===== config.mk =====
export PLATFORM = sky130hd
export DESIGN_NAME = as_gpio_arb
export DESIGN_NICKNAME = d
export VERILOG_FILES = /design/src/rtl/as_gpio_arb.sv
export SDC_FILE = /design/constraint.sdc
export NUM_CORES = 1
export LEC_CHECK = 0
export BUFFER_PORTS_ARGS = -buffer_cell sky130_fd_sc_hd__buf_2
export CORE_MARGIN = 10
export CORE_UTILIZATION = 30
export CTS_CLUSTER_DIAMETER = 120
export CTS_CLUSTER_SIZE = 16
export DETAILED_ROUTE_END_ITERATION = 7
export PLACE_DENSITY_LB_ADDON = 0.3
export SYNTH_ARGS = -nofsm -noshare
export SYNTH_HDL_FRONTEND = slang
export SYNTH_SLANG_ARGS = --single-unit

===== constraint.sdc =====
create_clock -name clk_i -period 1.4 [get_ports clk_i]
set_clock_uncertainty 0.05 [all_clocks]
set_input_delay 0.07 -clock clk_i [delete_from_list [all_inputs] [get_ports clk_i]]
set_output_delay 0.07 -clock clk_i [all_outputs]
set_load 0.1 [all_outputs]

===== src/rtl/as_gpio_arb.sv =====
// GPIO write-bus arbiter: two one-entry capture slots (core, debug) sharing one registered bus,
// round-robin grant with a debug lock, programmable strobe length plus a mandatory idle cycle.
module as_gpio_arb #(
  parameter int unsigned nr_gpios        = 8,
  parameter int unsigned gpio_addr_width = 8,
  parameter int unsigned HOLD_CYCLES     = 1
) (
  input  logic                       clk_i,
  input  logic                       rst_i,
  // core store path
  input  logic                       c_valid_i,
  output logic                       c_ready_o,
  input  logic [gpio_addr_width-1:0] c_addr_i,
  input  logic [nr_gpios-1:0]        c_data_i,
  output logic                       c_done_o,
  // debug path
  input  logic                       d_valid_i,
  output logic                       d_ready_o,
  input  logic [gpio_addr_width-1:0] d_addr_i,
  input  logic [nr_gpios-1:0]        d_data_i,
  output logic                       d_done_o,
  input  logic                       d_lock_i,
  // shared bus
  output logic                       grant_o,
  output logic [nr_gpios-1:0]        gpio_o,
  output logic [gpio_addr_width-1:0] gpioAddr_o,
  output logic                       cs_o
);

  localparam int unsigned CntW = ($clog2(HOLD_CYCLES + 1) > 0) ? $clog2(HOLD_CYCLES + 1) : 1;
  localparam logic [CntW-1:0] CntLoad = CntW'(HOLD_CYCLES - 1);

  if (HOLD_CYCLES < 1) begin : g_bad_hold
    $error("as_gpio_arb: HOLD_CYCLES must be at least 1");
  end

  typedef enum logic {StIdle = 1'b0, StDrive = 1'b1} state_e;

  // Slot registers
  logic                       r_c_full, r_d_full;
  logic [gpio_addr_width-1:0] r_c_addr, r_d_addr;
  logic [nr_gpios-1:0]        r_c_data, r_d_data;

  // Sequencer registers
  state_e                     r_state;
  logic [CntW-1:0]            r_cnt;
  logic                       r_last_grant;
  logic                       r_grant;
  logic                       r_cs;
  logic [nr_gpios-1:0]        r_gpio;
  logic [gpio_addr_width-1:0] r_gpio_addr;

  // Next-state and decode
  state_e                     w_state_d;
  logic [CntW-1:0]            w_cnt_d;
  logic                       w_last_grant_d;
  logic                       w_grant_d;
  logic                       w_cs_d;
  logic [nr_gpios-1:0]        w_gpio_d;
  logic [gpio_addr_width-1:0] w_gpio_addr_d;
  logic                       w_c_elig, w_d_elig, w_winner;
  logic                       w_take_c, w_take_d;
  logic                       w_cap_c, w_cap_d;

  assign w_c_elig = r_c_full & ~d_lock_i;
  assign w_d_elig = r_d_full;
  // On a tie the requester that did not own the previous transfer wins.
  assign w_winner = (w_c_elig & w_d_elig) ? ~r_last_grant : w_d_elig;

  assign w_cap_c = c_valid_i & ~r_c_full;
  assign w_cap_d = d_valid_i & ~r_d_full;

  always_comb begin
    w_state_d      = r_state;
    w_cnt_d        = r_cnt;
    w_last_grant_d = r_last_grant;
    w_grant_d      = r_grant;
    w_cs_d         = r_cs;
    w_gpio_d       = r_gpio;
    w_gpio_addr_d  = r_gpio_addr;
    w_take_c       = 1'b0;
    w_take_d       = 1'b0;
    unique case (r_state)
      StIdle: begin
        if (w_c_elig || w_d_elig) begin
          w_take_c       = ~w_winner;
          w_take_d       = w_winner;
          w_gpio_d       = w_winner ? r_d_data : r_c_data;
          w_gpio_addr_d  = w_winner ? r_d_addr : r_c_addr;
          w_grant_d      = w_winner;
          w_last_grant_d = w_winner;
          w_cs_d         = 1'b1;
          w_cnt_d        = CntLoad;
          w_state_d      = StDrive;
        end
      end
      StDrive: begin
        if (r_cnt != '0) begin
          w_cnt_d = r_cnt - CntW'(1);
        end else begin
          // Dropping cs_o here guarantees an idle bus cycle between transfers.
          w_cs_d    = 1'b0;
          w_state_d = StIdle;
        end
      end
    endcase
  end

  always_ff @(posedge clk_i) begin
    if (rst_i) begin
      r_c_full <= 1'b0;
      r_c_addr <= '0;
      r_c_data <= '0;
    end else if (w_cap_c) begin
      r_c_full <= 1'b1;
      r_c_addr <= c_addr_i;
      r_c_data <= c_data_i;
    end else if (w_take_c) begin
      r_c_full <= 1'b0;
    end
  end

  always_ff @(posedge clk_i) begin
    if (rst_i) begin
      r_d_full <= 1'b0;
      r_d_addr <= '0;
      r_d_data <= '0;
    end else if (w_cap_d) begin
      r_d_full <= 1'b1;
      r_d_addr <= d_addr_i;
      r_d_data <= d_data_i;
    end else if (w_take_d) begin
      r_d_full <= 1'b0;
    end
  end

  always_ff @(posedge clk_i) begin
    if (rst_i) begin
      r_state      <= StIdle;
      r_cnt        <= '0;
      r_last_grant <= 1'b1;
      r_grant      <= 1'b0;
      r_cs         <= 1'b0;
      r_gpio       <= '0;
      r_gpio_addr  <= '0;
    end else begin
      r_state      <= w_state_d;
      r_cnt        <= w_cnt_d;
      r_last_grant <= w_last_grant_d;
      r_grant      <= w_grant_d;
      r_cs         <= w_cs_d;
      r_gpio       <= w_gpio_d;
      r_gpio_addr  <= w_gpio_addr_d;
    end
  end

  assign c_ready_o  = ~r_c_full;
  assign d_ready_o  = ~r_d_full;
  assign grant_o    = r_grant;
  assign gpio_o     = r_gpio;
  assign gpioAddr_o = r_gpio_addr;
  assign cs_o       = r_cs;
  assign c_done_o   = (r_state == StDrive) & (r_cnt == '0) & ~r_grant;
  assign d_done_o   = (r_state == StDrive) & (r_cnt == '0) & r_grant;

endmodule


==> results of run 1 <==
cell families after synthesis:
family                 Yosys count
flip-flops                      54
AND/OR/NAND/NOR                102
AO/OA/AOI/OAI                   71
buffers and inverters           23
worst max-delay path: stages (launching register included):
cell	delay [ns]
dfxtp_2	0.34
and2b_4	0.20
a21oi_2	0.07
buf_4	0.15
and3_1	0.16
a221o_1	0.25
cells in the final DEF (no fill, tap or decap), types with 2 or more instances in the layout:
master,Yosys,layout
nand2_1,77,76
buf_2,5,55
a21oi_1,47,47
dfxtp_1,54,45
dlygate4sd3_1,0,34
nor2_1,15,15
a211oi_2,9,9
dfxtp_2,0,9
buf_4,2,8
clkbuf_8,0,6
inv_1,6,5
o221a_1,5,5
buf_12,0,5
nor3_1,2,2
and3_1,2,2
a221o_1,2,2
bufinv_16,0,2
worst max path at each step:
| stage | cells past startpoint | from | endpoint | slack, ns |
|---|---|---|---|---|
| after floorplan | 5 | r_c_full$_SDFFE_PP0P_ | r_c_data[0]$_SDFFE_PP0P_ | -0.05 |
| after global routing | 4 | r_c_full$_SDFFE_PP0P_ | gpioAddr_o[3]$_SDFFE_PP0P_ | 0.008 |
| final | 5 | r_c_full$_SDFFE_PP0P_ | gpioAddr_o[1]$_SDFFE_PP0P_ | 0.07 |
| after global placement | 4 | r_c_full$_SDFFE_PP0P_ | gpio_o[2]$_SDFFE_PP0P_ | 0.07 |
| after CTS | 3 | r_state$_SDFF_PP0_ | c_done_o | 0.007 |
| after detailed placement | 4 | r_c_full$_SDFFE_PP0P_ | gpio_o[5]$_SDFFE_PP0P_ | 0.04 |
per-layer routing:
| metal | GRT usage | routed length (um) |
|---|---|---|
| met1 | 0.1444 | 2985 |
| met2 | 0.1851 | 2894 |
| met3 | 0.02788 | 262 |
| met4 | 0.03678 | 74 |
| met5 | 0 | 0 |
state kept, by name (all words and copies together), names as in the netlist:
signal        cells
grant_o           1
r_c_full          1
r_last_grant      1
r_c_addr          8
r_d_addr          8
r_state           1
r_d_full          1
cs_o              1
gpioAddr_o        8
r_c_data          8
gpio_o            8
r_d_data          8
through the flow:
step,total power [uW],setup slack [ns],TNS [ns]
final,4240,0.07224,0
after global routing,4423,0.007638,0
after CTS,4247,0.007305,0
after detailed placement,2906,0.03798,0
after global placement,2895,0.06595,0
after floorplan,2638,-0.05286,-0.5285
power groups by stage:
stage          registers [uW]  clock network, uW  logic (uW)
6_report                 1750               1280        1210
5_1_grt                  1760               1370        1290
4_1_cts                  1750               1300        1200
3_5_place_dp             1780                  0        1120
3_3_place_gp             1780                  0        1110
2_1_floorplan            2190                  0         447
timing repair:
action,4_1_cts,5_1_grt
endpoints found under the hold margin,33,0
setup buffers,0,1
endpoints found under the setup margin,0,26
hold buffers,34,0
gates resized for setup,0,3
cell type report:
cell class	count	area, um2	share of cell area
Timing Repair Buffer	103	787.0	0.2529
Multi-Input combinational cell	173	934.6	0.3004
Clock inverter	2	60.06	0.01930
Tap cell	96	120.1	0.03860
Clock buffer	6	82.58	0.02654
Inverter	7	35.03	0.01126
Sequential cell	54	1092	0.3510
==> metrics.txt, run 1 <==
status=finished clean; Required @ worst endpoint=1.56 ns; FF-to-FF End=gpioAddr_o[1]$_SDFFE_PP0P_; via count=a little under 2000; hold path start=c_valid_i; final-stage net count=381; most area-hungry cell type in the Yosys netlist=dfxtp_1; Synth async-reset ratio=0; remaining global-route overflow=0; cell leakage power=0.001303 uW; Core Area=roughly 0.0068 mm2; main area contributors after synthesis=dfxtp_1, nand2_1, a21oi_1, a211oi_2, nor2_1; synthesized cell area=0.002107 mm2; Detail Placement HPWL=4.257 mm; I/O pins=59; largest net degree at the start of global routing=34; Int Pwr=around 2800 uW; register area share after synthesis=0.5131; largest family of logic cells by synthesized area=compound AO/OA/AOI/OAI gates; Crit Path Category=flop to flop; Post-Syn Instances=250; final hold viol count=0; Avg Inst Size Synth=8.428 um2; post-synthesis mux area share=0; Comb pwr share=0.285; H-tree levels=2; CTS tree=yes; Max Cap Viol=0; Clock Tree Root=clkbuf_8; final period utilization=0.9484; Clock Power Share=0.302; dominant synthesized flop cell=dfxtp_1; vias in the first global route=1989; Power Dens Cells=1363 mW/mm2; count of final setup violators=0; Pre-Repair DR Iteration Count=4; initial antenna violation count=0; port bufs=58; most frequent cell after synthesis=nand2_1; Reg2Reg Depth=5; crit path max fanout=6; worst-case clock buffer depth=2; Rel. slew slack=0.6633; cell count after placement=398; CP startpoint kind=flop; WP data arrival=1.49 ns; reg2reg start=r_c_full$_SDFFE_PP0P_; Reg clk slew, reported paths=0.10 ns; Finished Cell Area=0.003112 mm2; Worst Setup End Kind=flop; Yosys reg bits=54; height of the chip=between 100 and 150 um; Layout Cells excl Fill=441; sw frac=0.3397; GRT Total Usage=0.1141; DR iter-0 viols=122; synth warn=0; simple-gate share of the synthesized area=0.1983; Synth top area share=0.5131; die width=103.8 um; synth cell count leaders=nand2_1, dfxtp_1, a21oi_1; setup repair after global routing missed its margin=false; number of synthesized flops with an enable pin=0; peak supply drop=0.0004771 V; Post-DRT Antenna Nets=0; fillcell total=approximately 670; Tmin final=1.328 ns; routability cong.=0.7334; Peak Freq=753.2 MHz; DP Area=0.002603 mm2; Die Area=0.01078 mm2; post-route core utilization=0.4580; Adder-Cell Fraction of Synth Area=0; Starting Density=0.3101; DRC=0; vias per inst=4.488; post-synthesis compound-gate area fraction=0.2369; DR WL/cell=approximately 14 um; Clock Latency Late Sink=between 0.3 and 0.4 ns; TritonCTS Sinks=54; Synthesized Nets=287; R2R setup slack=0.07 ns; Switch Pwr=1440 uW; Sequential Power Share=0.412; worst slew pin tran=approximately 0.51 ns; n_diodes=0; Rows=30; first-pass GRT wire length=10.27 mm; Synth cell types=30; WL final=6.216 mm; WHS=0.02673 ns; Post-Synth XOR/XNOR Area=0; Slew Viols, Final=0; Hold Path Depth=3; Hold WC Path Type=primary input to flop; Hold EP=r_c_full$_SDFFE_PP0P_; CTS Buf Count=5; Area Overhead vs Synth=47.68%; layout cells sized above 1=0.3072
Power figures use the tool's default switching activity.
==> run 2: changes to the inputs <==
Settings changed: MAX_ROUTING_LAYER set to met4, RECOVER_POWER set to 25.
==> metrics.txt, run 2 (synthesis gave the netlist of run 1 again) <==
pre-CTS setup slack=0.03798 ns (unchanged); Worst Setup End Kind=flop; Hold WC Path Type=primary input to flop; post-route core utilization=0.4552 (-0.002762); Post-DRT Antenna Nets=0 (unchanged); final period utilization=0.9490 (about the same); Power Dens Cells=1365 mW/mm2 (+0.15%); worst-case clock buffer depth=2 (unchanged); final setup slack of the worst path=0.07138 ns (-0.0008594 ns); routability cong.=0.7423 (+1.2%); Reg clk slew, reported paths=0.09 ns (about the same); Peak Freq=752.7 MHz (about the same); final-stage net count=381 (unchanged); Clock Tree Root=clkbuf_8; WHS=0.02445 ns (-0.002286 ns); Crit Path Category=flop to flop; Die Area=0.01078 mm2 (unchanged); CTS tree=yes; Detail Placement HPWL=4.257 mm (unchanged); GRT Total Usage=0.1171 (+0.003028); H-tree levels=2 (unchanged); Clock Latency Late Sink=0.30 ns (about the same); met3 usage=0.02602 (-0.001859); Core Area=0.006794 mm2 (unchanged); via count=1989 (+0.51%); Most Crowded Layer GR=met2; vias per inst=4.510 (+0.51%); Hold EP=r_c_full$_SDFFE_PP0P_; Hold Path Depth=3 (unchanged); count of final setup violators=0 (unchanged); most common cell after layout, fill and taps aside=nand2_1; Starting Density=0.3101 (unchanged); DR iter-0 viols=113 (-7.4%); height of the chip=103.8 um (unchanged); fillcell total=672 (+0.60%); worst slew pin tran=0.5503 ns (+0.04183 ns); die width=103.8 um (unchanged); R2R setup slack=0.07 ns (about the same); Slew Viols, Final=0 (unchanged); cell count after placement=398 (unchanged); GRT met1 Usage=0.1441 (-0.0003647); I/O pins=59 (unchanged); Tmin final=1.329 ns (+0.0008594 ns); Required @ worst endpoint=1.55 ns (about the same); n_diodes=0 (unchanged); most frequent cells in the layout=nand2_1, buf_2, a21oi_1; CTS Buf Count=5 (unchanged); Rel. slew slack=0.6347 (-0.02866); layout cells sized above 1=0.3043 (-0.002899); status=finished clean; Layout Cells excl Fill=441 (unchanged); TritonCTS Sinks=54 (unchanged); WL final=6.182 mm (-0.55%); DRC=0 (unchanged); Max Cap Viol=0 (unchanged); port bufs=58 (unchanged); grt met2 use=0.1865 (+0.001351); FF-to-FF End=gpioAddr_o[1]$_SDFFE_PP0P_; crit path max fanout=6 (unchanged); Pre-Repair DR Iteration Count=4 (unchanged); total power=4221 uW (-0.45%); initial antenna violation count=0 (unchanged); setup repair after global routing missed its margin=false; cell leakage power=0.001291 uW (-0.89%); final hold viol count=0 (unchanged); remaining global-route overflow=0 (unchanged); WP data arrival=1.48 ns (about the same); largest net degree at the start of global routing=34 (unchanged); first-pass GRT wire length=10.27 mm (unchanged); crit path launch=r_c_full$_SDFFE_PP0P_; Reg area=0.001092 mm2 (unchanged); Rows=30 (unchanged); DR WL/cell=14.02 um (-0.55%); Reg2Reg Depth=5 (unchanged); vias in the first global route=1994 (+0.25%); peak supply drop=0.0004683 V (-1.9%); reg2reg start=r_c_full$_SDFFE_PP0P_; footprint of the multi-input gates=929.6 um2 (-0.54%); hold path start=c_valid_i; Area Overhead vs Synth=46.79%; CP startpoint kind=flop
==> run 2: per-layer routing <==
metal  wire length, um  up-vias
met4                74        0
met1              2969      902
li1                  -     1025
met2              2901       55
met5                 0        -
met3               236        7
==> run 2: through the flow <==
| stage | TNS [ns] | cell area (um2) |
|---|---|---|
| finish | 0 | 3093 |
| detailed placement | 0 | 2603 |
| global route | 0 | 3093 |
| CTS | 0 | 3085 |
| floorplan | -0.5285 | 2148 |
| global placement | 0 | 2603 |
==> run 2: layout make-up <==
type | count | share of cell area
Inverter | 7 | 0.01133
Timing Repair Buffer | 103 | 0.2500
Clock inverter | 2 | 0.01942
Sequential cell | 54 | 0.3532
Multi-Input combinational cell | 173 | 0.3006
Tap cell | 96 | 0.03883
Clock buffer | 6 | 0.02670
==> run 2: power by group <==
part	internal, uW	switching (uW)
combinational	361	841
clock	763	507
sequential	1670	79.0
==> run 2: worst max-delay path by stage <==
stage | end | slack, ns | depth (start not counted)
global placement | gpio_o[2]$_SDFFE_PP0P_ | 0.07 | 4
floorplan | r_c_data[0]$_SDFFE_PP0P_ | -0.05 | 5
finish | gpioAddr_o[1]$_SDFFE_PP0P_ | 0.07 | 5
global route | gpioAddr_o[3]$_SDFFE_PP0P_ | 0.009 | 4
CTS | c_done_o | 0.007 | 3
detailed placement | gpio_o[5]$_SDFFE_PP0P_ | 0.04 | 4
==> run 2: what timing repair did <==
item	in CTS	in global routing
setup endpoints to repair	0	26
setup buffers	0	1
gates resized for setup	0	3
hold buffers	34	0
hold endpoints to repair	33	0
==> run 2: worst max-delay path, stage by stage (launching register included) <==
cell and delay, ns:
dfxtp_2 0.34, and2b_4 0.20, a21oi_2 0.07, buf_4 0.15, and3_1 0.16, a221o_1 0.25
